### config.mk
export PLATFORM = sky130hd
export DESIGN_NAME = data_ram_arbiter
export DESIGN_NICKNAME = d
export VERILOG_FILES = /design/src/rtl/data_ram_arbiter.sv
export SDC_FILE = /design/constraint.sdc
export NUM_CORES = 1
export LEC_CHECK = 0
export ABC_AREA = 1
export CAP_MARGIN = 20
export CORE_ASPECT_RATIO = 1.75
export CORE_MARGIN = 2
export CORE_UTILIZATION = 45
export CTS_CLUSTER_DIAMETER = 40
export DETAILED_ROUTE_END_ITERATION = 7
export HOLD_SLACK_MARGIN = 0.03
export PLACE_DENSITY = 0.87
export SYNTH_ARGS = -nofsm -noshare
export SYNTH_HDL_FRONTEND = slang
export SYNTH_SLANG_ARGS = --single-unit
export TNS_END_PERCENT = 100
### constraint.sdc
create_clock -name clk -period 2.58 [get_ports clk]
set_input_delay 0.258 -clock clk [delete_from_list [all_inputs] [get_ports clk]]
set_output_delay 0.258 -clock clk [all_outputs]
set_load 0.005 [all_outputs]
### src/rtl/data_ram_arbiter.sv
// Round-robin arbiter and sequencer sharing one combinationally read single-port RAM
// between the MEM stage (port 0) and a bus/DMA master (port 1).
module data_ram_arbiter #(
  parameter int ADDR_W = 12,
  parameter int DATA_W = 32
) (
  input  logic              clk,
  input  logic              rst_n,
  input  logic              m0_req,
  input  logic              m0_we,
  input  logic [ADDR_W-1:0] m0_addr,
  input  logic [DATA_W-1:0] m0_wdata,
  output logic              m0_rdy,
  output logic [DATA_W-1:0] m0_rdata,
  input  logic              m1_req,
  input  logic              m1_we,
  input  logic [ADDR_W-1:0] m1_addr,
  input  logic [DATA_W-1:0] m1_wdata,
  output logic              m1_rdy,
  output logic [DATA_W-1:0] m1_rdata,
  output logic              ram_we,
  output logic [ADDR_W-1:0] ram_addr,
  output logic [DATA_W-1:0] ram_wdata,
  input  logic [DATA_W-1:0] ram_rdata
);

  typedef enum logic [1:0] {
    IDLE   = 2'd0,
    ACCESS = 2'd1,
    RESP   = 2'd2
  } state_t;

  state_t state, state_nxt;
  logic   owner;      // port currently holding the RAM
  logic   last;       // port granted most recently
  logic   grant;
  logic   grant_port;

  // NOTE: every signal written here gets a default first, so no path can
  // leave one unassigned and infer a latch.
  always_comb begin
    state_nxt  = state;
    grant      = 1'b0;
    grant_port = 1'b0;
    unique case (state)
      IDLE: begin
        if (m0_req || m1_req) begin
          grant      = 1'b1;
          grant_port = (m0_req && m1_req) ? ~last : m1_req;
          state_nxt  = ACCESS;
        end
      end
      ACCESS: state_nxt = RESP;
      RESP: begin
        // The owner's own request is ignored here; only the other port may be granted.
        if (owner ? m0_req : m1_req) begin
          grant      = 1'b1;
          grant_port = ~owner;
          state_nxt  = ACCESS;
        end else begin
          state_nxt = IDLE;
        end
      end
      default: state_nxt = IDLE;
    endcase
  end

  // NOTE: sequential state uses non-blocking assignments so every register
  // samples the pre-edge values regardless of statement order.
  always_ff @(posedge clk or negedge rst_n) begin
    if (!rst_n) begin
      state     <= IDLE;
      owner     <= 1'b0;
      last      <= 1'b1;
      ram_we    <= 1'b0;
      ram_addr  <= '0;
      ram_wdata <= '0;
      m0_rdy    <= 1'b0;
      m1_rdy    <= 1'b0;
      m0_rdata  <= '0;
      m1_rdata  <= '0;
    end else begin
      state  <= state_nxt;
      m0_rdy <= 1'b0;
      m1_rdy <= 1'b0;
      if (grant) begin
        owner     <= grant_port;
        last      <= grant_port;
        ram_we    <= grant_port ? m1_we    : m0_we;
        ram_addr  <= grant_port ? m1_addr  : m0_addr;
        ram_wdata <= grant_port ? m1_wdata : m0_wdata;
      end
      if (state == ACCESS) begin
        // The write pulse lasts exactly the ACCESS cycle; the RAM writes on level.
        ram_we <= 1'b0;
        if (owner) m1_rdy <= 1'b1;
        else       m0_rdy <= 1'b1;
        if (!ram_we) begin
          if (owner) m1_rdata <= ram_rdata;
          else       m0_rdata <= ram_rdata;
        end
      end
    end
  end

endmodule

==> impl_metrics.py, run 1 <==
metrics = {
    "status": {
        "outcome": "finished, final reports clean",
    },
    "place": {
        "dp_hpwl_um": 10900,
        "place.gp.congestion": 0.907,
        "io_buffers": 236,
    },
    "sta": {
        "fin_worst_skew_ns": 0.0115,
        "final_max_slew_viol_count": 0,
        "post-route-min-period_ns": 1.79,
        "min_period_over_period": 0.694,
        "setup_tns_ns": 0,
        "slew_headroom": 0.333,
        "hold_ws_ns": 0.383,
        "finalHoldViolCount": 0,
        "setup_viol": 0,
        "timing.fmax_mhz": 558,
        "worst_slew_pin_slew_ns": 0.996,
        "rsz0062_at_grt": "false",
    },
    "clock_tree": {
        "cts_tree": "done",
        "ctsResizeCount": 0,
        "clock_latency_ns": 0.41,
        "numCtsBuffers": 17,
        "clock_sinks": 115,
        "path_clk_slew_ns": 0.06,
        "ctsHtreeMaxLevel": 4,
        "clk_path_buf_depth": 2,
        "cts_root_buffer": "clkbuf_16",
        "post_cts_buffers": 0,
    },
    "route": {
        "post_drt_wl_per_cell_um": 16.1,
        "via_per_inst": 5.21,
        "first_pass_iters": 5,
        "vias": 5126,
        "drt-initial-drc-count": 286,
        "ant_nets": 0,
        "wl_um": 15900,
        "drc_errors": 0,
    },
    "synth": {
        "syn-cell-area_mm2": 0.00519,
        "ys_warn_count": 0,
        "synth_area_leaders": "dfrtp_1 (55%), nand2_1 (12%), nand3_1 (8.8%), nand3b_1 (6.4%), o21ai_0 (6.3%)",
        "syn_inst": 613,
        "avgSynthCellArea_um2": 8.46,
        "syn_nets": 739,
        "synth.largest_area_cell": "dfrtp_1",
        "synth.most_common_cell": "nand2_1",
        "synth_edf_count": 0,
        "synthArstFlopShare": 1.00,
        "yosysUniqueCellTypes": 19,
        "synth_common_cells": "nand2_1 (161), dfrtp_1 (114), nand3_1 (91)",
        "synth_top_area_share": 0.550,
        "synth_seq_cells": 115,
        "yosysSeqAreaShare": 0.555,
        "synth_ff_type": "dfrtp_1",
    },
    "floorplan": {
        "core_mm2": 0.0112,
        "io_pins": 237,
        "dieArea_mm2": 0.0124,
        "die_h_um": 146,
        "dieWidth_um": 85.2,
        "start_util": 0.464,
        "rows": 51,
    },
    "cells_and_area": {
        "nets": 965,
        "multiInputGateArea_mm2": 0.00182,
        "drive_above_1_share": 0.0610,
        "antennaDiodeCount": 0,
        "areaGrowthSynthToFinish_pct": 59.5,
        "seqCellArea_mm2": 0.00288,
        "n_fill_cell": 799,
    },
    "critical_path": {
        "startpoint": "state[1]$_DFFE_PN0P_",
        "arrival_ns": 2.08,
        "required_ns": 2.87,
        "end_kind": "register",
        "crit_type": "reg2reg",
        "setup.worst_path.start_class": "register",
        "reg2reg_from": "state[1]$_DFFE_PN0P_",
        "critPathMaxFanout": 64,
    },
    "power": {
        "leakage_nw": 4.00,
        "peakVddDrop_v": 0.000704,
        "p_per_area_mw_per_mm2": 1250,
    },
    "global_routing": {
        "grt_pass1_vias": 5153,
        "antenna_found_initial": 0,
        "grt_max_degree": 65,
        "grt_pass1_wl_um": 25100,
        "grt-ovfl-total": 0,
        "grt_use_total": 0.255,
    },
    "min_path": {
        "hold_path_class": "in2async",
    },
    "flow_run": {
        "max_cap_violations": 0,
    },
}
## registers in the layout, indices dropped and copies added (netlist names)
signal and count:
last 1, m0_rdata 32, m0_rdy 1, m1_rdata 32, m1_rdy 1, owner 1
ram_addr 12, ram_wdata 32, ram_we 1, state 2
## through the flow
| stage | cells | cell area (µm²) | total power, W | utilization | setup WS (ns) |
|---|---|---|---|---|---|
| 3_5_place_dp | 950 | 7610 | 0.00781 | 0.682 | 0.500 |
| 3_3_place_gp | 950 | 7610 | 0.00759 | 0.682 | 0.647 |
| 5_1_grt | 984 | 8270 | 0.0110 | 0.741 | 0.534 |
| 6_report | 984 | 8270 | 0.0103 | 0.741 | 0.789 |
| 4_1_cts | 983 | 8250 | 0.0103 | 0.739 | 0.769 |
| 2_1_floorplan | 613 | 5190 | 0.00527 | - | 1.26 |
## cell usage in the layout (no fill, tap or decap), types with 2 or more instances in the layout
cell type	n
buf_12	3
buf_4	7
bufinv_16	4
clkbuf_16	17
clkdlybuf4s50_1	235
clkinv_2	3
clkinv_4	3
clkinvlp_4	3
dfrtp_1	114
inv_1	80
inv_2	2
nand2_1	160
nand2_2	4
nand3_1	90
nand3b_1	44
nor2_1	8
o21ai_0	65
## worst max-delay path, cell delays in order (launching register included)
cell	delay [ns]
dfrtp_1	0.37
inv_1	0.08
nand2_1	0.09
inv_2	0.10
nand2_2	0.55
o21ai_0	0.46
## power by group
part           leakage (nW)  internal, W  switching (W)
logic                  2.30      0.00239        0.00217
clock network         0.299      0.00164       0.000822
registers              1.40      0.00274       0.000530
## area by class of cell
type	count	area share
timing repair buffer	246	0.299
clock inverter	13	0.0222
inverter	82	0.0372
tap	132	0.0200
sequential	115	0.348
multi-input combinational	377	0.220
clock buffer	19	0.0535
## what timing repair did
action,in CTS,in global routing
hold endpoints to repair,43,0
hold buffers,1,0
endpoints found under the setup margin,0,0
## path summary, 6_finish.rpt
kind	end	slack [ns]	cells past startpoint
worst max-delay path	m0_rdata[13]$_DFFE_PN0P_	0.79	5
worst max register to register	m0_rdata[13]$_DFFE_PN0P_	0.79	5
worst min register to register	last$_DFFE_PN1P_	0.48	2
max in group asynchronous	last$_DFFE_PN1P_	1.48	3
min in group clk	m0_rdata[20]$_DFFE_PN0P_	0.43	3
worst min-delay path	ram_wdata[7]$_DFFE_PN0P_	0.38	2
## per-layer routing
metal,vias up,global-route usage,part of all wire
li1,2398,-,-
met1,2428,0.281,0.35
met2,255,0.449,0.53
met3,45,0.0616,0.075
met4,0,0.128,0.038
met5,-,0,0
## cells by family (layout without fill, tap and decap cells)
logic type,after synthesis,after routing,synth area share
buffers and inverters,121,360,0.0972
DFF,115,115,0.555
and+or+nand+nor,309,309,0.281
AOI/OAI and AO/OA,68,68,0.0668
Power figures use the tool's default switching activity.
==> inputs of run 2 (changes only) <==
--- a/config.mk
+++ b/config.mk
@@ -9,11 +9,11 @@
 export CAP_MARGIN = 20
 export CORE_ASPECT_RATIO = 1.75
 export CORE_MARGIN = 2
-export CORE_UTILIZATION = 45
+export CORE_UTILIZATION = 38
 export CTS_CLUSTER_DIAMETER = 40
 export DETAILED_ROUTE_END_ITERATION = 7
 export HOLD_SLACK_MARGIN = 0.03
-export PLACE_DENSITY = 0.87
+export PLACE_DENSITY = 0.78
 export SYNTH_ARGS = -nofsm -noshare
 export SYNTH_HDL_FRONTEND = slang
 export SYNTH_SLANG_ARGS = --single-unit
==> constraint.sdc (replaced) <==
create_clock -name clk -period 1.44 [get_ports clk]
set_input_delay 0.144 -clock clk [delete_from_list [all_inputs] [get_ports clk]]
set_output_delay 0.144 -clock clk [all_outputs]
set_load 0.005 [all_outputs]
==> impl_metrics.py, run 2 (synthesis gave the netlist of run 1 again) <==
metrics = {
    "critical_path": {
        "worst_path_largest_cell_delay_ns": 0.54,
        "reg2reg_from": "state[1]$_DFFE_PN0P_",
        "rr_worst_depth": 8,
        "r2r_setup_slack_ns": 0.07,
        "cpMaxStageDelayCell": "clkdlybuf4s50_1",
        "worstReg2RegEnd": "ram_wdata[13]$_DFFE_PN0P_",
        "path_delay_family": "buffers and inverters",
        "arrival_ns": 1.28,
        "critPathMaxFanout": 2,
        "crit_type": "reg2out",
        "path_buf_inv": 1,
        "end_kind": "primary output",
        "crit_chain": "clkdlybuf4s50_1",
        "required_ns": 1.30,
        "setup.worst_path.start_class": "register",
    },
    "route": {
        "ant_nets": 0,
        "post_drt_wl_per_cell_um": 15.1,
        "drt-initial-drc-count": 128,
        "via_per_inst": 4.81,
        "vias": 5036,
        "drc_errors": 0,
        "first_pass_iters": 4,
        "wl_um": 15800,
    },
    "power": {
        "power.internal_w": 0.0124,
        "leakage_nw": 4.92,
        "p_sw_frac": 0.338,
        "p_per_area_mw_per_mm2": 2130,
        "peakVddDrop_v": 0.00120,
        "p_sw_w": 0.00631,
        "fin_total_pwr_w": 0.0187,
        "p_clk_frac": 0.236,
        "p_comb_frac": 0.456,
        "p_seq_frac": 0.308,
    },
    "sta": {
        "final_max_slew_viol_count": 0,
        "hold_ws_ns": 0.234,
        "worst_slew_pin_slew_ns": 0.441,
        "setup_viol": 0,
        "timing.fmax_mhz": 703,
        "min_period_over_period": 0.987,
        "fin_worst_skew_ns": 0.0118,
        "rsz0062_at_grt": "true",
        "finalHoldViolCount": 0,
        "post-route-min-period_ns": 1.42,
        "slew_headroom": 0.706,
    },
    "place": {
        "postPlaceCellArea_mm2": 0.00792,
        "place.gp.congestion": 0.814,
        "dp_hpwl_um": 11100,
        "dp.cells": 1007,
        "io_buffers": 236,
    },
    "clock_tree": {
        "ctsHtreeMaxLevel": 4,
        "clock_latency_ns": 0.40,
        "numCtsBuffers": 17,
        "path_clk_slew_ns": 0.05,
        "cts_root_buffer": "clkbuf_16",
        "cts_tree": "done",
        "clock_sinks": 115,
        "clk_path_buf_depth": 2,
    },
    "cells_and_area": {
        "seqCellArea_mm2": 0.00288,
        "final_common_cell": "nand2_1",
        "final_util": 0.658,
        "reg_top3": "m0_rdata (32), m1_rdata (32), ram_wdata (32)",
        "mostFrequentLayoutCells": "nand2_1 (160), clkdlybuf4s50_1 (156), dfrtp_1 (114), nand3_1 (90), inv_1 (80)",
        "antennaDiodeCount": 0,
        "drive_above_1_share": 0.0858,
        "nets": 987,
        "fin_cells": 1048,
        "areaGrowthSynthToFinish_pct": 69.7,
        "n_fill_cell": 1082,
        "finalInstanceArea_mm2": 0.00880,
        "multiInputGateArea_mm2": 0.00184,
    },
    "global_routing": {
        "grt-ovfl-total": 0,
        "antenna_found_initial": 0,
        "grt_pass1_wl_um": 24400,
        "grt_max_degree": 46,
        "grt_pass1_vias": 4982,
        "grt_use_total": 0.211,
    },
    "min_path": {
        "hold_path_class": "in2async",
    },
    "floorplan": {
        "core_mm2": 0.0134,
        "dieArea_mm2": 0.0146,
        "io_pins": 237,
        "start_util": 0.388,
        "rows": 56,
        "dieWidth_um": 92.3,
        "die_h_um": 159,
    },
    "flow_run": {
        "max_cap_violations": 0,
    },
    "status": {
        "outcome": "finished, final reports clean",
    },
}
==> run 2: what timing repair did <==
action                                  in CTS  in global routing
endpoints found under the hold margin       25                  0
gates cloned                                 0                  1
resized for setup                           16                 69
endpoints found under the setup margin      46                106
buffers inserted                             1                  6
hold buffers                                 1                  0
==> run 2: area by class of cell <==
class | instances | area share
Multi-Input combinational cell | 377 | 0.209
Inverter | 82 | 0.0350
Timing Repair Buffer | 268 | 0.333
Clock inverter | 13 | 0.0209
Sequential cell | 115 | 0.327
Tap cell | 174 | 0.0247
Clock buffer | 19 | 0.0503
==> run 2: power by group through the flow <==
| stage | logic [W] | registers (W) | clock network [W] |
|---|---|---|---|
| 2_1_floorplan | 0.00354 | 0.00590 | 0 |
| 3_3_place_gp | 0.00850 | 0.00577 | 0 |
| 3_5_place_dp | 0.00867 | 0.00584 | 0 |
| 4_1_cts | 0.00860 | 0.00580 | 0.00451 |
| 5_1_grt | 0.00944 | 0.00595 | 0.00468 |
| 6_report | 0.00854 | 0.00576 | 0.00441 |
==> run 2: per-layer routing <==
layer	share of wire	global-route usage	wire (µm)
met5	0	0	0
met4	0.024	0.0853	378
met3	0.050	0.0445	792
met2	0.55	0.388	8710
met1	0.37	0.234	5900
==> run 2: through the flow <==
| step | TNS (ns) | setup slack [ns] |
|---|---|---|
| after CTS | 0 | 0.000601 |
| after floorplan | 0 | 0.120 |
| after global routing | -0.0419 | -0.0154 |
| after detailed placement | -5.24 | -0.147 |
| after global placement | -3.97 | -0.118 |
| final | 0 | 0.0182 |
==> run 2: worst max-delay path by stage <==
| stage | from | endpoint | cells after the start |
|---|---|---|---|
| 2_1_floorplan | last$_DFFE_PN1P_ | ram_wdata[10]$_DFFE_PN0P_ | 7 |
| 6_report | m1_rdata[12]$_DFFE_PN0P_ | m1_rdata[12] | 1 |
| 4_1_cts | m1_rdata[10]$_DFFE_PN0P_ | m1_rdata[10] | 1 |
| 3_5_place_dp | m1_req | ram_wdata[17]$_DFFE_PN0P_ | 9 |
| 5_1_grt | state[1]$_DFFE_PN0P_ | ram_wdata[27]$_DFFE_PN0P_ | 8 |
| 3_3_place_gp | m0_req | ram_wdata[10]$_DFFE_PN0P_ | 8 |
